File: src/rtl/alu_seq_pkg.sv
// Shared definitions for the ALU operation sequencer: opcode values, FSM
// state encoding and the golden ALU model used by the optional checker.
package alu_seq_pkg;

  localparam logic [2:0] OP_ADD = 3'd0;
  localparam logic [2:0] OP_SUB = 3'd1;
  localparam logic [2:0] OP_AND = 3'd2;
  localparam logic [2:0] OP_OR  = 3'd3;
  localparam logic [2:0] OP_XOR = 3'd4;
  localparam logic [2:0] OP_NOT = 3'd5;
  localparam logic [2:0] OP_SHR = 3'd6;
  localparam logic [2:0] OP_SHL = 3'd7;

  // Queued command layout: {op, b, a}; the low byte is the ALU operand byte.
  localparam int ENTRY_W = 11;

  typedef enum logic [1:0] {
    IDLE = 2'd0,
    WAIT = 2'd1,
    RESP = 2'd2
  } seq_state_t;

  function automatic logic [7:0] alu_golden(input logic [3:0] a,
                                            input logic [3:0] b,
                                            input logic [2:0] op);
    logic [7:0] za;
    logic [7:0] zb;
    logic [7:0] r;
    za = {4'h0, a};
    zb = {4'h0, b};
    case (op)
      OP_ADD:  r = za + zb;
      OP_SUB:  r = za - zb;
      OP_AND:  r = za & zb;
      OP_OR:   r = za | zb;
      OP_XOR:  r = za ^ zb;
      OP_NOT:  r = ~za;
      OP_SHR:  r = za >> 1;
      default: r = za << 1;
    endcase
    return r;
  endfunction

endpackage

File: src/rtl/alu_seq_fifo.sv
// Show-ahead synchronous command FIFO; a push into a full FIFO is taken
// only when a pop frees a slot in the same cycle.
module alu_seq_fifo
  import alu_seq_pkg::*;
#(
  parameter int DEPTH = 4,
  parameter int WIDTH = ENTRY_W
) (
  input  logic                     clk,
  input  logic                     rst_n,
  input  logic                     push,
  input  logic [WIDTH-1:0]         din,
  input  logic                     pop,
  output logic [WIDTH-1:0]         dout,
  output logic                     full,
  output logic                     empty,
  output logic [$clog2(DEPTH):0]   count
);

  localparam int AW = $clog2(DEPTH);
  localparam int CW = AW + 1;

  logic [WIDTH-1:0] mem [DEPTH];
  logic [AW-1:0]    wr_ptr;
  logic [AW-1:0]    rd_ptr;
  logic             do_push;
  logic             do_pop;

  assign do_pop  = pop && !empty;
  assign do_push = push && (!full || do_pop);

  always_ff @(posedge clk or negedge rst_n) begin
    if (!rst_n) begin
      wr_ptr <= '0;
      rd_ptr <= '0;
      count  <= '0;
    end else begin
      if (do_push) wr_ptr <= wr_ptr + AW'(1);
      if (do_pop)  rd_ptr <= rd_ptr + AW'(1);
      case ({do_push, do_pop})
        2'b10:   count <= count + CW'(1);
        2'b01:   count <= count - CW'(1);
        default: count <= count;
      endcase
    end
  end

  // Storage carries no reset: the pointers alone define what is valid.
  always_ff @(posedge clk) begin
    if (do_push) mem[wr_ptr] <= din;
  end

  assign dout  = mem[rd_ptr];
  assign full  = (count == CW'(DEPTH));
  assign empty = (count == '0);

endmodule

File: src/rtl/alu_op_sequencer.sv
// Host-side initiator for the 4-bit ALU pins: queues commands, drives the pins,
// samples the result after LAT edges. Optional checker: ALU_SEQ_CHECK_EN.
module alu_op_sequencer
  import alu_seq_pkg::*;
#(
  parameter int DEPTH = 4,
  parameter int LAT   = 2
) (
  input  logic       clk,
  input  logic       rst_n,
  input  logic       cmd_valid,
  output logic       cmd_ready,
  input  logic [3:0] cmd_a,
  input  logic [3:0] cmd_b,
  input  logic [2:0] cmd_op,
  output logic [7:0] alu_ui,
  output logic [2:0] alu_op,
  input  logic [7:0] alu_res,
  output logic       rsp_valid,
  input  logic       rsp_ready,
  output logic [7:0] rsp_data,
  output logic [2:0] rsp_op,
  output logic       rsp_err,
  output logic       err_sticky,
  output logic       busy,
  output logic [7:0] done_cnt
);

  localparam int CNT_W = $clog2(LAT + 1);
  localparam int CW    = $clog2(DEPTH) + 1;

  seq_state_t         state;
  seq_state_t         state_nxt;
  logic [CNT_W-1:0]   cnt;
  logic [ENTRY_W-1:0] fifo_dout;
  logic [CW-1:0]      fifo_count;
  logic               fifo_full;
  logic               fifo_empty;
  logic               push;
  logic               pop;
  logic               sample;
  logic               ack;

  assign cmd_ready = !fifo_full;
  assign push      = cmd_valid && cmd_ready;

  alu_seq_fifo #(
    .DEPTH (DEPTH),
    .WIDTH (ENTRY_W)
  ) u_fifo (
    .clk   (clk),
    .rst_n (rst_n),
    .push  (push),
    .din   ({cmd_op, cmd_b, cmd_a}),
    .pop   (pop),
    .dout  (fifo_dout),
    .full  (fifo_full),
    .empty (fifo_empty),
    .count (fifo_count)
  );

  always_ff @(posedge clk or negedge rst_n) begin
    if (!rst_n) state <= IDLE;
    else        state <= state_nxt;
  end

  always_comb begin
    state_nxt = state;
    pop       = 1'b0;
    sample    = 1'b0;
    ack       = 1'b0;
    case (state)
      IDLE: begin
        if (!fifo_empty) begin
          pop       = 1'b1;
          state_nxt = WAIT;
        end
      end
      WAIT: begin
        if (cnt == CNT_W'(1)) begin
          sample    = 1'b1;
          state_nxt = RESP;
        end
      end
      RESP: begin
        if (rsp_ready) begin
          ack       = 1'b1;
          state_nxt = IDLE;
        end
      end
      default: state_nxt = IDLE;
    endcase
  end

  // Pin registers only change on a pop, so they hold steady between commands.
  always_ff @(posedge clk or negedge rst_n) begin
    if (!rst_n) begin
      alu_ui   <= '0;
      alu_op   <= '0;
      cnt      <= '0;
      rsp_data <= '0;
      rsp_op   <= '0;
      done_cnt <= '0;
    end else begin
      if (pop) begin
        alu_ui <= fifo_dout[7:0];
        alu_op <= fifo_dout[10:8];
        cnt    <= CNT_W'(LAT);
      end else if (state == WAIT) begin
        cnt <= cnt - CNT_W'(1);
      end
      if (sample) begin
        rsp_data <= alu_res;
        rsp_op   <= alu_op;
      end
      if (ack) done_cnt <= done_cnt + 8'd1;
    end
  end

  assign rsp_valid = (state == RESP);
  assign busy      = (fifo_count != '0) || (state != IDLE);

`ifdef ALU_SEQ_CHECK_EN
  logic [7:0] exp_res;
  logic       mismatch;

  assign exp_res  = alu_golden(alu_ui[3:0], alu_ui[7:4], alu_op);
  assign mismatch = (alu_res != exp_res);

  always_ff @(posedge clk or negedge rst_n) begin
    if (!rst_n) begin
      rsp_err    <= 1'b0;
      err_sticky <= 1'b0;
    end else if (sample) begin
      rsp_err    <= mismatch;
      err_sticky <= err_sticky | mismatch;
    end
  end
`else
  assign rsp_err    = 1'b0;
  assign err_sticky = 1'b0;
`endif

endmodule

File: config.mk
export PLATFORM = sky130hd
export DESIGN_NAME = alu_op_sequencer
export DESIGN_NICKNAME = d
export VERILOG_FILES = /design/src/rtl/alu_seq_pkg.sv /design/src/rtl/alu_seq_fifo.sv /design/src/rtl/alu_op_sequencer.sv
export SDC_FILE = /design/constraint.sdc
export NUM_CORES = 1
export LEC_CHECK = 0
export ABC_AREA = 1
export CAP_MARGIN = 20
export CORE_MARGIN = 10
export CORE_UTILIZATION = 35
export CTS_CLUSTER_SIZE = 24
export DETAILED_ROUTE_END_ITERATION = 6
export SYNTH_ARGS = -nofsm -noshare
export SYNTH_HDL_FRONTEND = slang
export SYNTH_SLANG_ARGS = --single-unit
File: constraint.sdc
create_clock -name clk -period 5.9 [get_ports clk]
set_clock_uncertainty 0.2 [all_clocks]
set_input_delay 1.18 -clock clk [delete_from_list [all_inputs] [get_ports clk]]
set_output_delay 1.18 -clock clk [all_outputs]
set_load 0.02 [all_outputs]
==> impl_summary.md <==
Synth
In this run, synthesis produced a sequential element count of 85. The average cell area after synthesis is 10.44 um^2. The most common cell in the synthesized netlist is sky130_fd_sc_hd__nand2_1. Yosys printed 0 warnings.

The portion of synthesized cell area occupied by the leading cell type is 0.3681. Among all flip-flop cells after synthesis, the most frequent one is sky130_fd_sc_hd__edfxtp_1. The area fraction in compound gates after synthesis is 0.04113. Counting flops with an async set or reset pin after synthesis yields a share of 0.4824. The commonest cells after synthesis are sky130_fd_sc_hd__nand2_1, sky130_fd_sc_hd__nor2_1, sky130_fd_sc_hd__edfxtp_1. The synthesized netlist cell count is 344. The largest area contributor in the netlist is sky130_fd_sc_hd__edfxtp_1.

The register area share after synthesis is 0.6539. Of the post-synthesis cell area, the part taken by muxes is 0. The simple-gate share of the synthesized area is 0.2032.

By area the synthesized netlist is led by sky130_fd_sc_hd__edfxtp_1, sky130_fd_sc_hd__dfrtp_1, sky130_fd_sc_hd__nand2_1. Synthesis instantiated 28 different standard cells from the library. The count of flip-flops with a built-in enable after synthesis is 44.

The cell area after technology mapping is 0.003590 mm^2. By area, the combinational part of the netlist is dominated by simple AND/OR/NAND/NOR gates. The xor/xnor cell area share of the yosys netlist is 0.01952. The area share of fa/ha/maj cells after synthesis is 0.02998.

Setup path
The type of the worst setup path is flip-flop to primary output. The signal arrival time at the worst endpoint is 1.67 ns. Along the worst path, the maximum fanout reaches 4. The most critical setup path has its startpoint at state[1]. The worst register-to-register path begins at state[1]. The worst setup path is launched from a flip-flop. On the critical path, the stage with the largest delay is an instance of sky130_fd_sc_hd__clkdlybuf4s50_1. The category of the worst setup path capture point is a primary output.

Walking the worst path, the cells encountered are inv_1 > nor2_1 > clkdlybuf4s50_1. The largest stage delay on the critical path is 0.63 ns. The worst endpoint required time is 4.52 ns. The reg-to-reg critical path endpoint is u_fifo.count[2]. The setup check on the worst reg-to-reg path leaves a slack of 3.55 ns.

The cell count of the worst reg-to-reg path is 10.

Routing
Dividing the detail-routed via count by the number of cells gives 4.521. The detailed router finished its first iteration with 149 violations. In the final routed layout, each cell accounts on average for 13.46 um.

The residual DRC count is 0. The remaining number of nets flagged by the antenna check after routing is 0. The via count is 2423. The routed wire length is 7215 um. The count of TritonRoute iterations in the first routing pass is 4.

Finish
Summing all multi-input logic gate instances after layout gives 0.001062 mm^2. The cell area after layout is 0.004433 mm^2. The number of antenna repair diodes is 0. Summing all flip-flop and latch instances after layout gives 0.002347 mm^2. The post-synthesis to final-layout area growth is 23.49%. The layout cell share with drive strength beyond 1 is 0.05955. Counting the fill cells in the layout gives 919.

The final-stage net count is 429.

Global route
The via count of the first global-routing pass was 2436. The met3 usage is 0.04421. Across every metal layer, demand over resource in global routing totals 0.1008. Entering global routing, the biggest net connects 42 pins. In the global route stage, met1 resource usage came out at 0.1313. The global-route congestion overflow total is 0. The global routing usage on met2 is 0.1510. The number of antenna violations at the first check in global routing is 0.

The first-pass GRT wire length is 11980 um. In this run the most used layer during global routing was met2.

Hold path
The worst hold path begins at rsp_data[6]. Along the worst hold path, the cell count comes to 2. The end point of the most critical hold path is rsp_data[6].

The worst min-delay path class is flip-flop to flip-flop.

STA
The relative max-transition margin is 0.3926. The hold violation total from the final report came to 0. The transition time of the tightest slew-check pin is 0.9077 ns. Hold timing on the final database bottoms out at a slack of 0.2739 ns. The peak clock frequency supported by timing is 327.5 MHz. The number of setup violations in the final report is 0. Setup repair after global routing left no endpoint under its margin. The sum of negative setup slack is 0 ns. The max-slew violation total from the final report is 0.

In the finished design, the share of the clock period the worst path needs comes to 0.5175. The shortest period the worst path allows is 3.054 ns.

Floorplanning
In this run the count of I/O pins placed on the die edge is 58. The die covers 0.01471 mm^2. The die span in x is 121.3 um. The die is 121.3 um tall.

The core region area is 0.009864 mm^2. The number of placement rows is 36. The initial utilization of the core area, before any placement, comes to 0.3639.

Power
Power spread over the standard cell area amounts to 507.8 mW/mm^2. VDD sags by at most 0.0001720 V. The standby leakage power is 1.892 nW.

Clock network
The number of gates resized after CTS was 0. The later pin in the worst-skew pair is clocked with a latency of 0.35 ns. Hold repair after CTS inserted 0 buffers. Clock tree synthesis found a total of 85 sinks. The count of H-tree levels built during CTS is 3. The maximum root-to-sink buffer count is 2. The TritonCTS clock tree is done.

The total CTS buffers is 9. The clock-pin slew reported for the worst setup and hold paths after clock tree synthesis is 0.08 ns. The number of setup buffers added after CTS is 0. The root buffer cell is sky130_fd_sc_hd__clkbuf_8.

Run status
The run finished with clean final reports.

Place
Detailed placement finished with a half-perimeter wire length of 5182 um. The cell area reported after detailed placement is 0.004212 mm^2. The congestion estimate from routability-driven global placement came to 0.7383. The number of buffer cells added on primary ports is 55.

Flow run
The max-capacitance violation count is 0.
[sequential cells by signal, summed over array words and instances, names as in the netlist]
signal and flops:
done_cnt 8, u_fifo.count 3, rsp_data 8, state 2
alu_ui 8, u_fifo.wr_ptr 2, alu_op 3, rsp_op 3
u_fifo.rd_ptr 2, u_fifo.mem 44, cnt 2
[cell families after synthesis]
logic type | Yosys count
AO/OA/AOI/OAI | 29
flip-flops | 85
adder cells (fa/ha/maj) | 8
XOR/XNOR | 8
AND/OR/NAND/NOR | 176
buffers and inverters | 37
other | 1
[cell usage in the layout (no fill, tap or decap)]
cell type / n
sky130_fd_sc_hd__xnor2_1: 2
sky130_fd_sc_hd__conb_1: 2
sky130_fd_sc_hd__nor2_4: 2
sky130_fd_sc_hd__nand3_4: 1
sky130_fd_sc_hd__nand2_4: 1
sky130_fd_sc_hd__bufinv_16: 2
sky130_fd_sc_hd__nor3_1: 1
sky130_fd_sc_hd__buf_2: 1
sky130_fd_sc_hd__o31ai_1: 1
sky130_fd_sc_hd__nand2_1: 94
sky130_fd_sc_hd__clkinvlp_4: 1
sky130_fd_sc_hd__inv_1: 22
sky130_fd_sc_hd__clkbuf_1: 1
sky130_fd_sc_hd__inv_6: 2
sky130_fd_sc_hd__inv_2: 2
sky130_fd_sc_hd__clkbuf_8: 9
sky130_fd_sc_hd__nor2_2: 1
sky130_fd_sc_hd__a21oi_1: 1
sky130_fd_sc_hd__edfxtp_1: 44
sky130_fd_sc_hd__clkinv_4: 1
sky130_fd_sc_hd__dfrtp_1: 41
sky130_fd_sc_hd__o21ai_1: 3
sky130_fd_sc_hd__nand3_1: 19
sky130_fd_sc_hd__nand2_2: 1
sky130_fd_sc_hd__fa_1: 1
sky130_fd_sc_hd__clkdlybuf4s50_1: 54
sky130_fd_sc_hd__o21ai_0: 24
sky130_fd_sc_hd__ha_1: 7
sky130_fd_sc_hd__nand4_1: 1
sky130_fd_sc_hd__nor2_1: 55
sky130_fd_sc_hd__xor2_1: 6
[routing by layer]
metal / share of wire / vias to the layer above
li1: - / 1215
met1: 0.50 / 1127
met2: 0.42 / 74
met3: 0.076 / 7
met4: 0.0053 / 0
met5: 0 / -
[metrics by stage]
| stage | setup slack [ns] | cells | power [mW] | util |
|---|---|---|---|---|
| after floorplan | 3.415 | 345 | 1.524 | - |
| after global placement | 2.806 | 520 | 1.809 | 0.4269 |
| after detailed placement | 2.757 | 520 | 1.828 | 0.4269 |
| after CTS | 2.792 | 536 | 2.283 | 0.4494 |
| after global routing | 2.736 | 536 | 2.434 | 0.4494 |
| final | 2.846 | 536 | 2.251 | 0.4494 |
[final cells by class]
class	instances	share of cell area
clock buffers	10	0.02879
clock inverters	6	0.02117
inverters	24	0.02032
multi-input cells	223	0.2396
flip-flops and latches	85	0.5295
well taps	133	0.03754
repair buffers	55	0.1231
[how the worst max path moves through the flow]
stage | end | cells after the start | slack (ns)
6_report | rsp_valid | 3 | 2.85
4_1_cts | busy | 3 | 2.79
3_3_place_gp | u_fifo.mem[1][5] | 3 | 2.81
2_1_floorplan | u_fifo.count[2] | 8 | 3.42
5_1_grt | busy | 3 | 2.74
3_5_place_dp | u_fifo.mem[1][3] | 3 | 2.76
[worst max-delay path: cells and delay by family (launching register included)]
| kind | cells | cell delay (ns) |
|---|---|---|
| flip-flops | 1 | 0.48 |
| AND/OR/NAND/NOR | 1 | 0.14 |
| buffers and inverters | 2 | 0.72 |
[report_power, final]
part / internal, mW / total, mW / leakage (nW) / switching (mW)
logic: 0.338 / 0.862 / 0.878 / 0.524
clock network: 0.242 / 0.453 / 0.107 / 0.210
registers: 0.813 / 0.936 / 0.907 / 0.123
total: 1.39 / 2.25 / 1.89 / 0.857
Power figures use the tool's default switching activity.
